$ cat config.mk
export PLATFORM = sky130hd
export DESIGN_NAME = std_bypass_arbiter
export DESIGN_NICKNAME = d
export VERILOG_FILES = /design/src/rtl/std_cache_pkg.sv /design/src/rtl/rr_arb_comb.sv /design/src/rtl/std_bypass_arbiter.sv
export SDC_FILE = /design/constraint.sdc
export NUM_CORES = 1
export LEC_CHECK = 0
export CORE_AREA = 2 2 330 332
export DETAILED_ROUTE_END_ITERATION = 10
export DIE_AREA = 0 0 332 334
export PLACE_DENSITY = 0.3
export SYNTH_ARGS = -nofsm -noshare
export SYNTH_HDL_FRONTEND = slang
export SYNTH_HIERARCHICAL = 1
export SYNTH_SLANG_ARGS = --single-unit
$ cat constraint.sdc
create_clock -name clk_i -period 7.8 [get_ports clk_i]
set_input_delay 1.56 -clock clk_i [delete_from_list [all_inputs] [get_ports clk_i]]
set_output_delay 1.56 -clock clk_i [all_outputs]
set_load 0.02 [all_outputs]
$ cat src/rtl/std_cache_pkg.sv
// ---------------------------------------------------------------------------
// std_cache_pkg: bypass request/response types and arbiter state. Rev 1.0
// ---------------------------------------------------------------------------
`default_nettype none

package std_cache_pkg;

  localparam int unsigned ID_W   = 4;
  localparam int unsigned ADDR_W = 64;
  localparam int unsigned DATA_W = 64;

  typedef struct packed {
    logic              req;
    logic              we;
    logic [7:0]        be;
    logic [1:0]        size;
    logic [ID_W-1:0]   id;
    logic [ADDR_W-1:0] addr;
    logic [DATA_W-1:0] wdata;
  } bypass_req_t;

  typedef struct packed {
    logic              gnt;
    logic              valid;
    logic [DATA_W-1:0] rdata;
  } bypass_rsp_t;

  typedef enum logic [1:0] {
    IDLE     = 2'd0,
    HOLD     = 2'd1,
    WAIT_RSP = 2'd2
  } arb_state_e;

  // Advance a port index by one, wrapping at the port count.
  function automatic logic [ID_W-1:0] wrap_inc(input logic [ID_W-1:0] v,
                                               input int unsigned n);
    if ((32'(v) + 32'd1) >= n) return '0;
    return v + 4'd1;
  endfunction

endpackage

`default_nettype wire

$ cat src/rtl/rr_arb_comb.sv
// ---------------------------------------------------------------------------
// rr_arb_comb: combinational round-robin picker, scans upward from ptr. Rev 1.0
// ---------------------------------------------------------------------------
`default_nettype none

module rr_arb_comb #(
  parameter int unsigned NR_PORTS = 3
) (
  input  logic [NR_PORTS-1:0] req,
  input  logic [3:0]          ptr,
  output logic                valid,
  output logic [3:0]          idx
);

  int unsigned pos;

  always_comb begin
    valid = 1'b0;
    idx   = '0;
    pos   = 0;
    for (int unsigned i = 0; i < NR_PORTS; i++) begin
      pos = 32'(ptr) + i;
      if (pos >= NR_PORTS) pos = pos - NR_PORTS;
      for (int unsigned j = 0; j < NR_PORTS; j++) begin
        if (!valid && (pos == j) && req[j]) begin
          valid = 1'b1;
          idx   = 4'(j);
        end
      end
    end
  end

endmodule

`default_nettype wire

$ cat src/rtl/std_bypass_arbiter.sv
// ---------------------------------------------------------------------------
// std_bypass_arbiter: shares the uncached bypass path, one transaction at a time. Rev 1.0
// ---------------------------------------------------------------------------
`default_nettype none

module std_bypass_arbiter
  import std_cache_pkg::*;
#(
  parameter int unsigned NR_PORTS = 3
) (
  input  logic                       clk_i,
  input  logic                       rst_ni,
  input  bypass_req_t [NR_PORTS-1:0] req_i,
  output bypass_rsp_t [NR_PORTS-1:0] rsp_o,
  output bypass_req_t                req_o,
  input  bypass_rsp_t                rsp_i,
  output logic                       busy_o,
  output logic [3:0]                 owner_o,
  output logic                       spurious_o
);

  arb_state_e state_q, state_d;
  logic [3:0] owner_q, owner_d;
  logic [3:0] rr_q, rr_d;

  logic [NR_PORTS-1:0] req_vec;
  logic                arb_valid;
  logic [3:0]          arb_idx;

  logic [3:0]  cur;
  bypass_req_t cur_req;
  logic        fwd;
  logic        deliver;

  for (genvar g = 0; g < NR_PORTS; g++) begin : g_req_vec
    assign req_vec[g] = req_i[g].req;
  end

  rr_arb_comb #(
    .NR_PORTS(NR_PORTS)
  ) u_rr_arb (
    .req  (req_vec),
    .ptr  (rr_q),
    .valid(arb_valid),
    .idx  (arb_idx)
  );

  // Only IDLE arbitrates; HOLD and WAIT_RSP stay locked to the owner.
  assign cur = (state_q == IDLE) ? arb_idx : owner_q;

  always_comb begin
    cur_req = '0;
    for (int unsigned p = 0; p < NR_PORTS; p++) begin
      if (4'(p) == cur) cur_req = req_i[p];
    end
  end

  assign fwd     = (state_q == IDLE) ? arb_valid : ((state_q == HOLD) && cur_req.req);
  assign deliver = rsp_i.valid && ((fwd && rsp_i.gnt) || (state_q == WAIT_RSP));

  always_ff @(posedge clk_i) begin
    if (!rst_ni) begin
      state_q <= IDLE;
      owner_q <= '0;
      rr_q    <= '0;
    end else begin
      state_q <= state_d;
      owner_q <= owner_d;
      rr_q    <= rr_d;
    end
  end

  always_comb begin
    state_d = state_q;
    owner_d = owner_q;
    rr_d    = rr_q;
    unique case (state_q)
      IDLE: begin
        if (fwd) begin
          if (rsp_i.gnt && rsp_i.valid) begin
            rr_d = wrap_inc(cur, NR_PORTS);
          end else if (rsp_i.gnt) begin
            state_d = WAIT_RSP;
            owner_d = cur;
          end else begin
            state_d = HOLD;
            owner_d = cur;
          end
        end
      end
      HOLD: begin
        // A requester withdrawing before its grant abandons the slot.
        if (!cur_req.req) begin
          state_d = IDLE;
          owner_d = '0;
        end else if (rsp_i.gnt && rsp_i.valid) begin
          state_d = IDLE;
          owner_d = '0;
          rr_d    = wrap_inc(owner_q, NR_PORTS);
        end else if (rsp_i.gnt) begin
          state_d = WAIT_RSP;
        end
      end
      WAIT_RSP: begin
        if (rsp_i.valid) begin
          state_d = IDLE;
          owner_d = '0;
          rr_d    = wrap_inc(owner_q, NR_PORTS);
        end
      end
      default: begin
        state_d = IDLE;
        owner_d = '0;
      end
    endcase
  end

  always_comb begin
    req_o = '0;
    rsp_o = '0;
    if (fwd) begin
      req_o    = cur_req;
      req_o.id = cur;
    end
    for (int unsigned p = 0; p < NR_PORTS; p++) begin
      if (4'(p) == cur) begin
        rsp_o[p].gnt = fwd && rsp_i.gnt;
        if (deliver) begin
          rsp_o[p].valid = 1'b1;
          rsp_o[p].rdata = rsp_i.rdata;
        end
      end
    end
  end

  assign busy_o     = (state_q != IDLE);
  assign owner_o    = owner_q;
  assign spurious_o = rsp_i.valid && !deliver;

endmodule

`default_nettype wire

==> run_results.csv <==
group,metric,value,unit
critical_path,critPathMaxFanout,39,
final_layout,ratio_of_cells_with_drive_above_1_in_the_final_layout,0.0846,
critical_path,cp_data_arrival_time,5790,ps
sta,finalHoldViolations,0,
final_layout,design.final.nets,2256,
place,place_worst_setup_slack,508,ps
detailed_routing,initialDrtViolationCount,481,
clocking,holdBufCountCts,0,
synth,yosysWarnings,6,
synth,combinational_family_with_the_most_area_after_synthesis,"simple AND/OR/NAND/NOR gates",
place,placed_cells_incl_taps,3148,
grt,gr-total-overflow,0,
clocking,clk-insertion-delay-late,240,ps
run_status,run_status,"finished clean",
clocking,numCtsBuffers,3,
clocking,clock_tree.root_cell,"sky130_fd_sc_hd__clkbuf_16",
synth,netlist-cell-type-count,66,
floorplanning,num_rows,121,
sta,final_slew_viol_count,0,
detailed_routing,routedWlPerCell,22.6,um
detailed_routing,drc_errors,0,
critical_path,cp_data_required_time,6240,ps
final_layout,area_delta_synth_final,169,%
synth,portion_of_the_post_synthesis_area_used_by_sequential_elements,0.0318,
clocking,cts_clk_pin_slew_worst_paths,50,ps
floorplanning,floorplan.die.width,332,um
synth,syn-mean-instance-area,6.66,um2
critical_path,timing.rr.start,"rr_q[1]",
sta,timing.final.crit_period,7350,ps
grt,initial_antenna_violation_count,49,
place,place_area,16800,um2
grt,grt_pass1_wl,94.3,mm
critical_path,cp-end-kind,"output pin",
power_and_ir_drop,static-leakage-power,5.68,nW
synth,yosys.area_share.adder,0.0337,
floorplanning,ios,848,
synth,synth.cell_area,6300,um2
clocking,cts_tree,"done",
floorplanning,design.die.area,111000,um2
sta,fin_ws,453,ps
critical_path,worstSetupStartpointType,"primary input",
final_layout,finalNonFillerCells,3163,
hold_path,min_from,"owner_o[3]",
grt,maximum_number_of_pins_on_one_net_before_global_route_repair,104,
place,detailedPlacementHpwl,62.3,mm
synth,proportion_of_synthesized_flip_flops_having_asynchronous_set_or_reset,0,
synth,synthesized_area_fraction_occupied_by_ao_oa_aoi_and_oai_cells,0.259,
detailed_routing,ant_nets,0,
clocking,clock_sink_count,10,
synth,synth-seq-cells,10,
sta,final.period_utilization,0.942,
sta,grt_setup_unrepaired,"no",
detailed_routing,vias,10862,
clocking,clockBufferDepth,2,
sta,setup_viol,0,
critical_path,rrSetupSlack,2960,ps
synth,synth-main-ff-cell,"sky130_fd_sc_hd__dfxtp_1",
final_layout,fill_cells,12274,
floorplanning,start_util,0.0585,
hold_path,hp-class,"reg -> reg",
place,port_bufs,834,
critical_path,timing.rr.end,"owner_o[2]",
floorplanning,die_h,334,um
sta,fin_tns_setup,0,ps
sta,timing.slew.headroom,0.364,
grt,number_of_global_route_vias_before_repair,10867,
sta,fmaxAchievable,0.136,GHz
floorplanning,design.core.area,108000,um2
clocking,cts_htree_levels,1,
hold_path,min_delay_path_depth,2,
synth,synthesized_instance_count,947,
sta,fin_worst_hold_slack,519,ps
power_and_ir_drop,irDropWorstVdd,0.271,mV
detailed_routing,vias_per_cell,3.43,
clocking,number_of_post_cts_setup_repair_buffers,0,
critical_path,worstRegToRegCells,21,
hold_path,worst_hold_path.endpoint,"owner_o[3]",
detailed_routing,first_pass_iters,5,
power_and_ir_drop,power.density_cell_area,417,nW/um2
place,gp_routability_congestion,0.893,
critical_path,worst_path_class_setup,"in -> out",
synth,edff_count_synth,0,
critical_path,crit_start,"req_i[287]",
grt,grt.total_usage,0.121,
synth,synth-xor-area-share,0.00992,
detailed_routing,finalWirelength,71.6,mm
final_layout,finalInstanceArea,16900,um2
clocking,post_cts.resized_instances,0,
run,drv_cap,0,
sta,finClkSkew,9.74,ps
sta,timing_worst_slew_pin_value,954,ps
synth,synth_mux_area_frac,0.0268,
synth,yosys.area_share.simple,0.535,
[power breakdown]
part,internal [W],switching (W),leakage [nW]
sequential,0.0000675,0.0000245,0.0825
combinational,0.00289,0.00397,5.55
clock,0.0000775,0.0000280,0.0442
total,0.00304,0.00403,5.68
[worst max-delay path, cell delays in order]
cell	delay [ps]
sky130_fd_sc_hd__clkdlybuf4s50_1	490
sky130_fd_sc_hd__nand3b_1	150
sky130_fd_sc_hd__o21ai_0	110
sky130_fd_sc_hd__a32oi_1	290
sky130_fd_sc_hd__nor2_1	80
sky130_fd_sc_hd__nor2_1	220
sky130_fd_sc_hd__nand2_1	70
sky130_fd_sc_hd__o21ai_0	210
sky130_fd_sc_hd__buf_4	200
sky130_fd_sc_hd__ha_4	150
sky130_fd_sc_hd__buf_4	530
sky130_fd_sc_hd__buf_4	480
sky130_fd_sc_hd__a221oi_1	160
sky130_fd_sc_hd__nor3_1	300
sky130_fd_sc_hd__clkdlybuf4s50_1	730
[cell usage after synthesis, types with 2 or more instances]
master | instances | area share
sky130_fd_sc_hd__a211oi_1 | 3 | 0.0036
sky130_fd_sc_hd__a21boi_0 | 4 | 0.0048
sky130_fd_sc_hd__a21o_1 | 2 | 0.0024
sky130_fd_sc_hd__a21oi_1 | 10 | 0.0079
sky130_fd_sc_hd__a221oi_1 | 140 | 0.19
sky130_fd_sc_hd__a31oi_1 | 5 | 0.0050
sky130_fd_sc_hd__a32oi_1 | 3 | 0.0042
sky130_fd_sc_hd__and2_1 | 195 | 0.19
sky130_fd_sc_hd__and3_1 | 3 | 0.0030
sky130_fd_sc_hd__and4b_1 | 2 | 0.0032
sky130_fd_sc_hd__buf_2 | 7 | 0.0056
sky130_fd_sc_hd__buf_4 | 5 | 0.0060
sky130_fd_sc_hd__buf_6 | 16 | 0.029
sky130_fd_sc_hd__clkbuf_1 | 68 | 0.040
sky130_fd_sc_hd__clkbuf_2 | 15 | 0.012
sky130_fd_sc_hd__dfxtp_1 | 10 | 0.032
sky130_fd_sc_hd__ha_1 | 17 | 0.034
sky130_fd_sc_hd__inv_1 | 13 | 0.0077
sky130_fd_sc_hd__mux2_2 | 3 | 0.0054
sky130_fd_sc_hd__mux2i_1 | 12 | 0.019
sky130_fd_sc_hd__nand2_1 | 19 | 0.011
sky130_fd_sc_hd__nand2b_1 | 6 | 0.0060
sky130_fd_sc_hd__nand3_1 | 15 | 0.012
sky130_fd_sc_hd__nand3b_1 | 3 | 0.0036
sky130_fd_sc_hd__nand4_1 | 5 | 0.0050
sky130_fd_sc_hd__nor2_1 | 24 | 0.014
sky130_fd_sc_hd__nor2b_1 | 147 | 0.15
sky130_fd_sc_hd__nor3_1 | 145 | 0.12
sky130_fd_sc_hd__nor3b_1 | 3 | 0.0036
sky130_fd_sc_hd__o21ai_0 | 7 | 0.0056
sky130_fd_sc_hd__or3_1 | 2 | 0.0020
sky130_fd_sc_hd__xnor2_1 | 4 | 0.0056
[layout make-up]
class | instances | area, um2 | share of cell area
Timing Repair Buffer | 899 | 9260 | 0.547
Multi-Input combinational cell | 812 | 5550 | 0.327
Tap cell | 1414 | 1770 | 0.104
Sequential cell | 10 | 203 | 0.0120
Clock buffer | 4 | 88.8 | 0.00524
Inverter | 13 | 48.8 | 0.00288
Antenna cell | 11 | 27.5 | 0.00162
[registers in the layout, indices dropped and copies added, names as in the netlist]
register / flops
rr_q: 4
owner_o: 4
state_q: 2
[layout by cell type, fill, tap and decap left out, types with 3 or more instances in the layout]
cell and n:
sky130_fd_sc_hd__nor2b_1 147, sky130_fd_sc_hd__a21boi_0 4, sky130_fd_sc_hd__nor2_4 4, sky130_fd_sc_hd__buf_12 43, sky130_fd_sc_hd__mux2i_1 12, sky130_fd_sc_hd__xnor2_1 4, sky130_fd_sc_hd__clkdlybuf4s50_1 789, sky130_fd_sc_hd__dfxtp_1 8
sky130_fd_sc_hd__nand2_1 19, sky130_fd_sc_hd__a221oi_1 138, sky130_fd_sc_hd__a32oi_1 3, sky130_fd_sc_hd__mux2_2 3, sky130_fd_sc_hd__nand4_1 5, sky130_fd_sc_hd__a21oi_1 10, sky130_fd_sc_hd__ha_1 14, sky130_fd_sc_hd__nor3b_1 3
sky130_fd_sc_hd__and3_1 3, sky130_fd_sc_hd__nand2b_1 6, sky130_fd_sc_hd__buf_4 67, sky130_fd_sc_hd__a31oi_1 5, sky130_fd_sc_hd__nor3_1 143, sky130_fd_sc_hd__nand3_1 15, sky130_fd_sc_hd__clkbuf_16 3, sky130_fd_sc_hd__a211oi_1 3
sky130_fd_sc_hd__inv_1 13, sky130_fd_sc_hd__nand3b_1 3, sky130_fd_sc_hd__nor2_1 20, sky130_fd_sc_hd__and2_1 195, sky130_fd_sc_hd__o21ai_0 7, sky130_fd_sc_hd__diode_2 11
[routing by layer]
layer  track usage  vias to the layer above  wire length, um  share of wire
met5             0                        -              322         0.0045
met1         0.144                     5097            29000           0.40
met4        0.0203                       54             1380          0.019
met2         0.208                      550            34400           0.48
li1              -                     5061                -              -
met3        0.0448                      100             6470          0.090
[how the worst max path moves through the flow]
| stage | depth (start not counted) | endpoint |
|---|---|---|
| CTS | 21 | req_o[61] |
| floorplan | 23 | req_o[133] |
| global route | 23 | req_o[12] |
| global placement | 16 | req_o[7] |
| detailed placement | 15 | req_o[61] |
| finish | 15 | req_o[61] |
[metrics by stage]
| step | util | total power, W |
|---|---|---|
| global placement | 0.156 | 0.00707 |
| CTS | 0.157 | 0.00722 |
| floorplan | - | 0.00359 |
| detailed placement | 0.156 | 0.00710 |
| global route | 0.157 | 0.00757 |
| finish | 0.157 | 0.00706 |
[cells by family after synthesis]
family          count (synthesis)
simple gates                  580
compound gates                192
buf+inv                       126
fa+ha+maj                      17
mux                            16
flops                          10
xor+xnor                        5
other cells                     1
(Power assumes the default switching activity.)
